File: config.mk
export PLATFORM = sky130hd
export DESIGN_NAME = fb_write_arbiter
export DESIGN_NICKNAME = d
export VERILOG_FILES = /design/src/rtl/tron_fb_pkg.sv /design/src/rtl/fb_clear_engine.sv /design/src/rtl/fb_write_arbiter.sv
export SDC_FILE = /design/constraint.sdc
export NUM_CORES = 1
export LEC_CHECK = 0
export ABC_AREA = 1
export BUFFER_PORTS_ARGS = -buffer_cell sky130_fd_sc_hd__buf_2
export CORE_MARGIN = 2
export CORE_UTILIZATION = 59
export CTS_CLUSTER_DIAMETER = 30
export DETAILED_ROUTE_END_ITERATION = 6
export HOLD_SLACK_MARGIN = 0.08
export PLACE_DENSITY = 0.95
export SLEW_MARGIN = 20
export SYNTH_ARGS = -nofsm -noshare
export SYNTH_HDL_FRONTEND = slang
export SYNTH_SLANG_ARGS = --single-unit
File: constraint.sdc
create_clock -name Clk -period 6.75 [get_ports Clk]
set_input_delay 1.0125 -clock Clk [delete_from_list [all_inputs] [get_ports Clk]]
set_output_delay 1.0125 -clock Clk [all_outputs]
set_load 0.05 [all_outputs]
File: src/rtl/tron_fb_pkg.sv
// Shared frame-buffer constants, colour encoding and word packing for the Tron display path.
package tron_fb_pkg;

  localparam int H_WORDS_DEF = 320;
  localparam int V_LINES_DEF = 480;
  localparam int FB_ADDR_W   = 19;

  typedef enum logic [3:0] {
    BG     = 4'h0,
    BLUE   = 4'h1,
    RED    = 4'h2,
    BORDER = 4'h7
  } color_e;

  typedef enum logic {
    CLEAR = 1'b0,
    RUN   = 1'b1
  } fb_state_e;

  // Each 16-bit word holds two pixels in nibbles [3:0] and [11:8].
  function automatic logic [15:0] pack_word(input logic [3:0] color);
    return {4'h0, color, 4'h0, color};
  endfunction

endpackage

File: src/rtl/fb_clear_engine.sv
// Full-screen clear sweep: linear word counter and fill data.
// Border painting on the outer words is added when FB_CLEAR_BORDER_EN is defined.
module fb_clear_engine
  import tron_fb_pkg::*;
#(
  parameter int         H_WORDS      = H_WORDS_DEF,
  parameter int         V_LINES      = V_LINES_DEF,
  parameter int         ADDR_W       = FB_ADDR_W,
  parameter logic [3:0] BG_COLOR     = BG,
  parameter logic [3:0] BORDER_COLOR = BORDER
) (
  input  logic              clk,
  input  logic              rst,
  input  logic              restart,
  input  logic              step,
  output logic [ADDR_W-1:0] addr,
  output logic [15:0]       data,
  output logic              done
);

  localparam int TOTAL = H_WORDS * V_LINES;

  logic [ADDR_W-1:0] count_reg;
  logic              border;

  // The counter parks at TOTAL once the last word is written; that value is the done flag.
  always_ff @(posedge clk or posedge rst) begin
    if (rst) begin
      count_reg <= '0;
    end else if (restart) begin
      count_reg <= '0;
    end else if (step) begin
      count_reg <= count_reg + ADDR_W'(1);
    end
  end

`ifdef FB_CLEAR_BORDER_EN
  localparam int CW = (H_WORDS > 1) ? $clog2(H_WORDS) : 1;
  localparam int LW = (V_LINES > 1) ? $clog2(V_LINES) : 1;

  logic [CW-1:0] col_reg;
  logic [LW-1:0] line_reg;

  always_ff @(posedge clk or posedge rst) begin
    if (rst) begin
      col_reg  <= '0;
      line_reg <= '0;
    end else if (restart) begin
      col_reg  <= '0;
      line_reg <= '0;
    end else if (step) begin
      if (col_reg == CW'(H_WORDS - 1)) begin
        col_reg  <= '0;
        line_reg <= line_reg + LW'(1);
      end else begin
        col_reg <= col_reg + CW'(1);
      end
    end
  end

  assign border = (line_reg == '0) || (line_reg == LW'(V_LINES - 1)) ||
                  (col_reg == '0)  || (col_reg == CW'(H_WORDS - 1));
`else
  assign border = 1'b0;
`endif

  assign addr = count_reg;
  assign data = border ? pack_word(BORDER_COLOR) : pack_word(BG_COLOR);
  assign done = (count_reg == ADDR_W'(TOTAL));

endmodule

File: src/rtl/fb_write_arbiter.sv
// Frame-buffer write-port owner: clear sweep first, then round-robin blue/red trail writes.
// Optional border painting during clear is enabled by defining FB_CLEAR_BORDER_EN.
module fb_write_arbiter
  import tron_fb_pkg::*;
#(
  parameter int         H_WORDS      = H_WORDS_DEF,
  parameter int         V_LINES      = V_LINES_DEF,
  parameter int         ADDR_W       = FB_ADDR_W,
  parameter logic [3:0] BG_COLOR     = BG,
  parameter logic [3:0] BORDER_COLOR = BORDER
) (
  input  logic              Clk,
  input  logic              Reset,
  input  logic              clear_start,
  input  logic              blue_req,
  input  logic [9:0]        blue_x,
  input  logic [9:0]        blue_y,
  input  logic [3:0]        blue_color,
  output logic              blue_ack,
  input  logic              red_req,
  input  logic [9:0]        red_x,
  input  logic [9:0]        red_y,
  input  logic [3:0]        red_color,
  output logic              red_ack,
  output logic              fb_we,
  output logic [ADDR_W-1:0] fb_addr,
  output logic [15:0]       fb_data,
  output logic              clear_busy,
  output logic              clear_done,
  output logic              oob_err
);

  fb_state_e         state_reg;
  logic              last_red_reg;

  logic [ADDR_W-1:0] sweep_addr;
  logic [15:0]       sweep_data;
  logic              sweep_done;
  logic              sweep_step;

  logic              blue_elig;
  logic              red_elig;
  logic              grant_blue;
  logic              grant_red;
  logic [9:0]        g_x;
  logic [9:0]        g_y;
  logic [3:0]        g_color;
  logic              in_range;
  logic [ADDR_W-1:0] g_addr;

  assign sweep_step = (state_reg == CLEAR) && !clear_start && !sweep_done;

  fb_clear_engine #(
    .H_WORDS      (H_WORDS),
    .V_LINES      (V_LINES),
    .ADDR_W       (ADDR_W),
    .BG_COLOR     (BG_COLOR),
    .BORDER_COLOR (BORDER_COLOR)
  ) u_clear (
    .clk     (Clk),
    .rst     (Reset),
    .restart (clear_start),
    .step    (sweep_step),
    .addr    (sweep_addr),
    .data    (sweep_data),
    .done    (sweep_done)
  );

  // A requester whose ack is showing is still retiring its req and must not be granted again.
  always_comb begin
    blue_elig  = blue_req && !blue_ack;
    red_elig   = red_req && !red_ack;
    grant_blue = blue_elig && (!red_elig || last_red_reg);
    grant_red  = red_elig && !grant_blue;
    g_x        = grant_blue ? blue_x : red_x;
    g_y        = grant_blue ? blue_y : red_y;
    g_color    = grant_blue ? blue_color : red_color;
    in_range   = (int'(g_x) < 2 * H_WORDS) && (int'(g_y) < V_LINES);
    g_addr     = ADDR_W'(g_x >> 1) + ADDR_W'(g_y) * ADDR_W'(H_WORDS);
  end

  always_ff @(posedge Clk or posedge Reset) begin
    if (Reset) begin
      state_reg    <= CLEAR;
      last_red_reg <= 1'b1;
      fb_we        <= 1'b0;
      fb_addr      <= '0;
      fb_data      <= '0;
      blue_ack     <= 1'b0;
      red_ack      <= 1'b0;
      clear_busy   <= 1'b1;
      clear_done   <= 1'b0;
      oob_err      <= 1'b0;
    end else begin
      blue_ack   <= 1'b0;
      red_ack    <= 1'b0;
      clear_done <= 1'b0;
      oob_err    <= 1'b0;
      fb_we      <= 1'b0;
      if (clear_start) begin
        state_reg  <= CLEAR;
        clear_busy <= 1'b1;
      end else if (state_reg == CLEAR) begin
        if (sweep_done) begin
          state_reg  <= RUN;
          clear_busy <= 1'b0;
          clear_done <= 1'b1;
        end else begin
          fb_we   <= 1'b1;
          fb_addr <= sweep_addr;
          fb_data <= sweep_data;
        end
      end else if (grant_blue || grant_red) begin
        blue_ack     <= grant_blue;
        red_ack      <= grant_red;
        last_red_reg <= grant_red;
        // Out-of-range requests are still acked so the requester never stalls.
        if (in_range) begin
          fb_we   <= 1'b1;
          fb_addr <= g_addr;
          fb_data <= pack_word(g_color);
        end else begin
          oob_err <= 1'b1;
        end
      end
    end
  end

endmodule
== Word-level counts from Yosys, hierarchy flattened ==
Index checks and enable logic that the tools add are counted.

* Add/sub/neg operators: 2
* $mul: 1
* $lt $le $gt $ge: 2
* Eq/ne operators: 5
* Muxes and demuxes: 36
* Bitwise operators: 2
* Reductions and logical operators: 20

{| class="wikitable"
|+ Operators by type and width
! cell !! count
|-
| 19-bit two-way mux || 6
|-
| 16-bit two-way mux || 4
|-
| 1-bit two-way mux || 23
|-
| 10-bit two-way mux || 2
|-
| 19-bit by 1-bit adder with 19-bit output, second input constant || 1
|-
| 9-bit by 19-bit adder with 19-bit output || 1
|-
| 19-bit by 18-bit equality test with 1-bit output, second input constant || 1
|-
| 10-bit by 3-bit multiplier with 13-bit output, second input constant || 1
|-
| 10-bit less-than comparator, second input constant || 1
|-
| 10-bit by 9-bit less-than comparator with 1-bit output, second input constant || 1
|-
| 1-bit logical AND || 7
|-
| 1-bit zero test || 6
|-
| 4-bit two-way mux || 1
|-
| 2-bit by 1-bit != test with 1-bit output, second input constant || 2
|-
| 2-bit != test, second input constant || 2
|-
| 4-bit AND reduction || 1
|-
| 2-bit nonzero test || 2
|-
| 3-bit AND reduction || 1
|-
| 1-bit logical OR || 2
|-
| 1-bit NOT || 2
|-
| 2-bit AND reduction || 1
|}

* Flip-flop bits (word level): 62
* Input bits: 53
* Output and inout bits: 41

== Depth between registers and ports, before layout ==
* Depth in word-level cells: 12
* Mapped depth: 24

== Hierarchy ==
Synthesis repeated with hierarchy kept, for this count alone.

* Cell total of the unflattened synthesis: 623
* Area total of the unflattened synthesis: 4,450.5 µm²

{| class="wikitable"
|+ By module, submodules not included
! module !! instances !! cells each !! area each (µm²) !! seq. area each (µm²)
|-
| fb_write_arbiter || 1 || 431 || 3,118.0 || 1,078.5
|-
| fb_clear_engine || 1 || 192 || 1,332.5 || 475.5
|}

== Least setup slack after synthesis ==
Ideal clock, no wire load.

* Path type: input-to-reg
* Start point: input port blue_req
* End point: register fb_addr[15]
* Setup time: 0.118 ns
* Arrival: 3.716 ns
* Slack: 2.917 ns
* Cell stages on the path: 21
* Buffers on the path: 1
* Path through: inv_1 -> nor2_4 -> nand2_4 -> inv_1 -> clkbuf_1 -> nand2_1 -> nand2_1 -> ha_1 -> ha_1 -> fa_1 -> nand2_1 -> inv_1 -> nand2_1 -> nor2_1 -> nand3_1 -> nor2_1 -> nand2_1 -> nand3_1 -> o21ai_0 -> nand2_1 -> nand2_1

* Cells in the longest elaborated chain, start to end: 8

{| class="wikitable"
|+ RTL lines
! element !! RTL line !! text
|-
| start: declaration || fb_write_arbiter.sv:15 || <nowiki>input logic blue_req,</nowiki>
|-
| 1-bit logical AND (*) || fb_write_arbiter.sv:71 || <nowiki>blue_elig = blue_req && !blue_ack;</nowiki>
|-
| 1-bit logical AND (*) || fb_write_arbiter.sv:73 || <nowiki>grant_blue = blue_elig && (!red_elig || last_red_reg);</nowiki>
|-
| 10-bit two-way mux || fb_write_arbiter.sv:76 || <nowiki>g_y = grant_blue ? blue_y : red_y;</nowiki>
|-
| 10-bit by 3-bit multiplier with 13-bit output || fb_write_arbiter.sv:79 || <nowiki>g_addr = ADDR_W'(g_x >> 1) + ADDR_W'(g_y) * ADDR_W'(H_WORDS);</nowiki>
|-
| 9-bit by 19-bit adder with 19-bit output || fb_write_arbiter.sv:79 ||
|-
| 19-bit two-way mux || fb_write_arbiter.sv:118 || <nowiki>if (in_range) begin</nowiki>
|-
| 19-bit two-way mux || fb_write_arbiter.sv:113 || <nowiki>end else if (grant_blue || grant_red) begin</nowiki>
|-
| 19-bit two-way mux || fb_write_arbiter.sv:103 || <nowiki>end else if (state_reg == CLEAR) begin</nowiki>
|-
| end signal: assignment || fb_write_arbiter.sv:110 || <nowiki>fb_addr <= sweep_addr;</nowiki>
|-
| end signal: assignment || fb_write_arbiter.sv:120 || <nowiki>fb_addr <= g_addr;</nowiki>
|-
| end: declaration || fb_write_arbiter.sv:26 || <nowiki>output logic [ADDR_W-1:0] fb_addr,</nowiki>
|}

Every way passes the cells marked *; elsewhere a longest branch is shown, timed or not. The select of a mux whose other input is x is not followed.
A chain may end at the register's enable or synchronous reset.

== Final worst setup path ==
Same ends and word-level chain as after synthesis.

==> flow_summary.yaml <==
clock_tree:
  cts_h_tree_depth: 2
  cts.path.max_buffers: 2
  cts-resized-gates: 0
  numClockSinks: 50
  cts_inserted_buffers: 5
  postCtsHoldBufs: 0
  cts_post_setup_buffers_inserted: 0
  cts_tree: "built"
  clock-root-buffer: "sky130_fd_sc_hd__clkbuf_8"
  cts.reportedPaths.clkPinSlew_ns: 0.09
  clock_latency_ns: 0.30
yosys:
  synth.distinct_cells: 41
  postSynthAreaPerCell_um2: 6.927
  seq_area_frac_synth_pct: 32.03
  synthesis.yosys.warnings: 0
  syn_area_mm2: 0.003914
  postSynthRegisterBits: 50
  netlist_instances: 565
detailed_routing:
  initialDrtViolationCount: 274
  via_count: 3925
  total_wire_length_um: 9798
  number_of_drc_violations_after_detailed_routing: 0
  vias_per_cell: 5.520
  first_pass_iters: 5
  routed_wire_length_per_instance_um: 13.78
  ant_nets: 0
timing:
  setup_repair_after_global_routing_missed_its_margin: "no"
  fmax_mhz: 240.4
  setup_viol: 0
  worst_slew_margin_rel_pct: 41.40
  finalHoldWorstSlack_ns: 0.4822
  hold_violations: 0
  fin_worst_skew_ns: 0.005239
  ratio_of_final_minimum_period_to_clock_period_pct: 61.62
  timing.final.max_slew_violations: 0
  setup_tns_ns: 0
  final_critical_period_ns: 4.159
  worstMarginPinSlew_ns: 0.8780
grt:
  grt_start_max_net_pins: 51
  initial_antenna_violation_count: 0
  groute.usage.overall_pct: 27.41
  grt_pass1_vias: 3729
  grt_pass1_wl_um: 16230
  globalRoute.totalOverflow: 0
layout:
  antennaDiodeCount: 0
  layout_cell_share_with_drive_strength_beyond_1_pct: 20.98
  commonest_non_fill_non_tap_cells_in_the_layout: "160 x sky130_fd_sc_hd__nand2_1, 83 x sky130_fd_sc_hd__buf_2, 66 x sky130_fd_sc_hd__inv_1"
  leading_cell_type_in_the_layout_fill_and_taps_excluded: "sky130_fd_sc_hd__nand2_1"
  final_net_count: 706
  final_core_utilization_pct: 67.99
  area_growth_syn_to_layout_pct: 10.93
  num-fill-cells: 542
floorplanning:
  ioPinCount: 94
  die_h_um: 85.45
  fp.dieArea_mm2: 0.007301
  starting_density_of_the_core_pct: 61.29
  die_w_um: 85.45
  fp-row-count: 29
  core_area_mm2: 0.006386
critical_path:
  worstReg2RegStart: "last_red_reg"
  ff2ff_path_depth: 21
  timing.critical_path.arrival_ns: 4.35
  r2r_end: "fb_addr[15]"
  critical_path_end_type: "flop"
  regToRegSetupSlack_ns: 2.87
  critPathMaxFanout: 34
  cp.required_ns: 6.94
  criticalPathCategory: "in2reg"
  startpoint_type: "primary input"
pwr:
  power.static_leakage_nw: 2.335
  power.ir.vdd_worst_mv: 0.1199
  power_per_cell_area_mw_per_mm2: 166.3
  p_total_uw: 721.9
place:
  finalWeightedCongestion: 0.9927
  dp_hpwl_um: 7549
  place.port_buffers: 83
min_path:
  min_delay_worst_endpoint: "fb_addr[14]"
  min-delay-start: "fb_addr[14]"
  min_path_cells: 2
  worst_hold_path_type: "reg2reg"
job:
  drv_cap: 0
outcome:
  outcome: "completed"
-- kinds of logic after synthesis --
family	share of synthesized area [%]
AOI/OAI and AO/OA	13.33
buffers and inverters	12.08
adders and majority gates	6.778
DFF	32.03
other	0.09582
and+or+nand+nor	33.66
xor gates and xnor gates	2.014
-- routing by layer --
metal | GRT usage, % | part of all wire, %
met3 | 4.183 | 5.7
met4 | 8.802 | 2.7
met2 | 49.29 | 51
met5 | 0 | 0
met1 | 33.56 | 41
-- report_power, final --
part,leakage [nW],total (mW),internal (mW),switching [mW]
clock network,0.0472,0.183,0.0826,0.100
registers,0.685,0.306,0.303,0.00272
logic,1.60,0.233,0.0788,0.154
total,2.34,0.722,0.465,0.257
-- how the worst max path moves through the flow --
stage	from	end	slack, ns	depth (start not counted)
final	blue_req	fb_addr[15]	2.59	22
after global routing	blue_req	fb_addr[17]	2.21	22
after CTS	blue_req	fb_addr[15]	2.56	22
after detailed placement	blue_req	fb_addr[15]	2.25	22
after global placement	blue_req	fb_addr[15]	2.39	21
after floorplan	blue_req	fb_addr[15]	2.92	21
-- through the flow --
| step | worst slack [ns] | std cells | cell area [um2] |
|---|---|---|---|
| 2_1_floorplan | 2.917 | 572 | 3940 |
| 4_1_cts | 2.563 | 710 | 4329 |
| 5_1_grt | 2.210 | 711 | 4342 |
| 3_3_place_gp | 2.390 | 702 | 4234 |
| 6_report | 2.591 | 711 | 4342 |
| 3_5_place_dp | 2.246 | 702 | 4234 |
-- cell usage after synthesis, drive strengths merged --
cell type / n / area, um2
o31ai: 1 / 7.510
a21oi: 17 / 88.84
nor2: 43 / 168.9
inv: 68 / 255.2
clkbuf: 6 / 22.52
nand3: 54 / 280.3
xor2: 6 / 52.55
o21a: 1 / 7.510
conb: 1 / 3.750
nor4: 2 / 12.51
nand4: 10 / 62.56
a31oi: 4 / 25.02
xnor2: 3 / 26.28
a21boi: 1 / 7.510
fa: 2 / 40.04
a21o: 1 / 7.510
o21ai: 55 / 335.3
dfrtp: 48 / 1201
or2: 6 / 37.54
ha: 18 / 225.2
and3: 1 / 6.260
nor3: 12 / 60.06
o211ai: 4 / 30.03
buf: 24 / 195.2
o22ai: 2 / 12.51
dfstp: 2 / 52.55
nand2: 171 / 674.4
nand3b: 2 / 15.01
-- worst max-delay path, stage by stage --
cell,delay [ns]
sky130_fd_sc_hd__buf_2,0.07
sky130_fd_sc_hd__inv_1,0.05
sky130_fd_sc_hd__nor2_4,0.12
sky130_fd_sc_hd__nand2_4,0.24
sky130_fd_sc_hd__inv_1,0.52
sky130_fd_sc_hd__nand2_1,0.10
sky130_fd_sc_hd__nand2_1,0.17
sky130_fd_sc_hd__ha_1,0.26
sky130_fd_sc_hd__ha_1,0.24
sky130_fd_sc_hd__fa_1,0.42
sky130_fd_sc_hd__nand2_1,0.08
sky130_fd_sc_hd__nand2_1,0.10
sky130_fd_sc_hd__nand2_1,0.10
sky130_fd_sc_hd__nand2_1,0.05
sky130_fd_sc_hd__nand2_1,0.13
sky130_fd_sc_hd__nand3_1,0.13
sky130_fd_sc_hd__nor2_1,0.18
sky130_fd_sc_hd__nand2_1,0.07
sky130_fd_sc_hd__nand3_1,0.07
sky130_fd_sc_hd__o21ai_0,0.08
sky130_fd_sc_hd__nand2_1,0.07
sky130_fd_sc_hd__nand2_1,0.05
-- cell type report --
class | instances | area [um2] | share of cell area (%)
Tap cell | 77 | 96.34 | 2.219
Clock buffer | 6 | 82.58 | 1.902
Timing Repair Buffer | 84 | 426.7 | 9.827
Multi-Input combinational cell | 424 | 2213 | 50.98
Clock inverter | 2 | 12.51 | 0.2882
Inverter | 68 | 256.5 | 5.908
Sequential cell | 50 | 1254 | 28.88
Power figures use the tool's default switching activity.
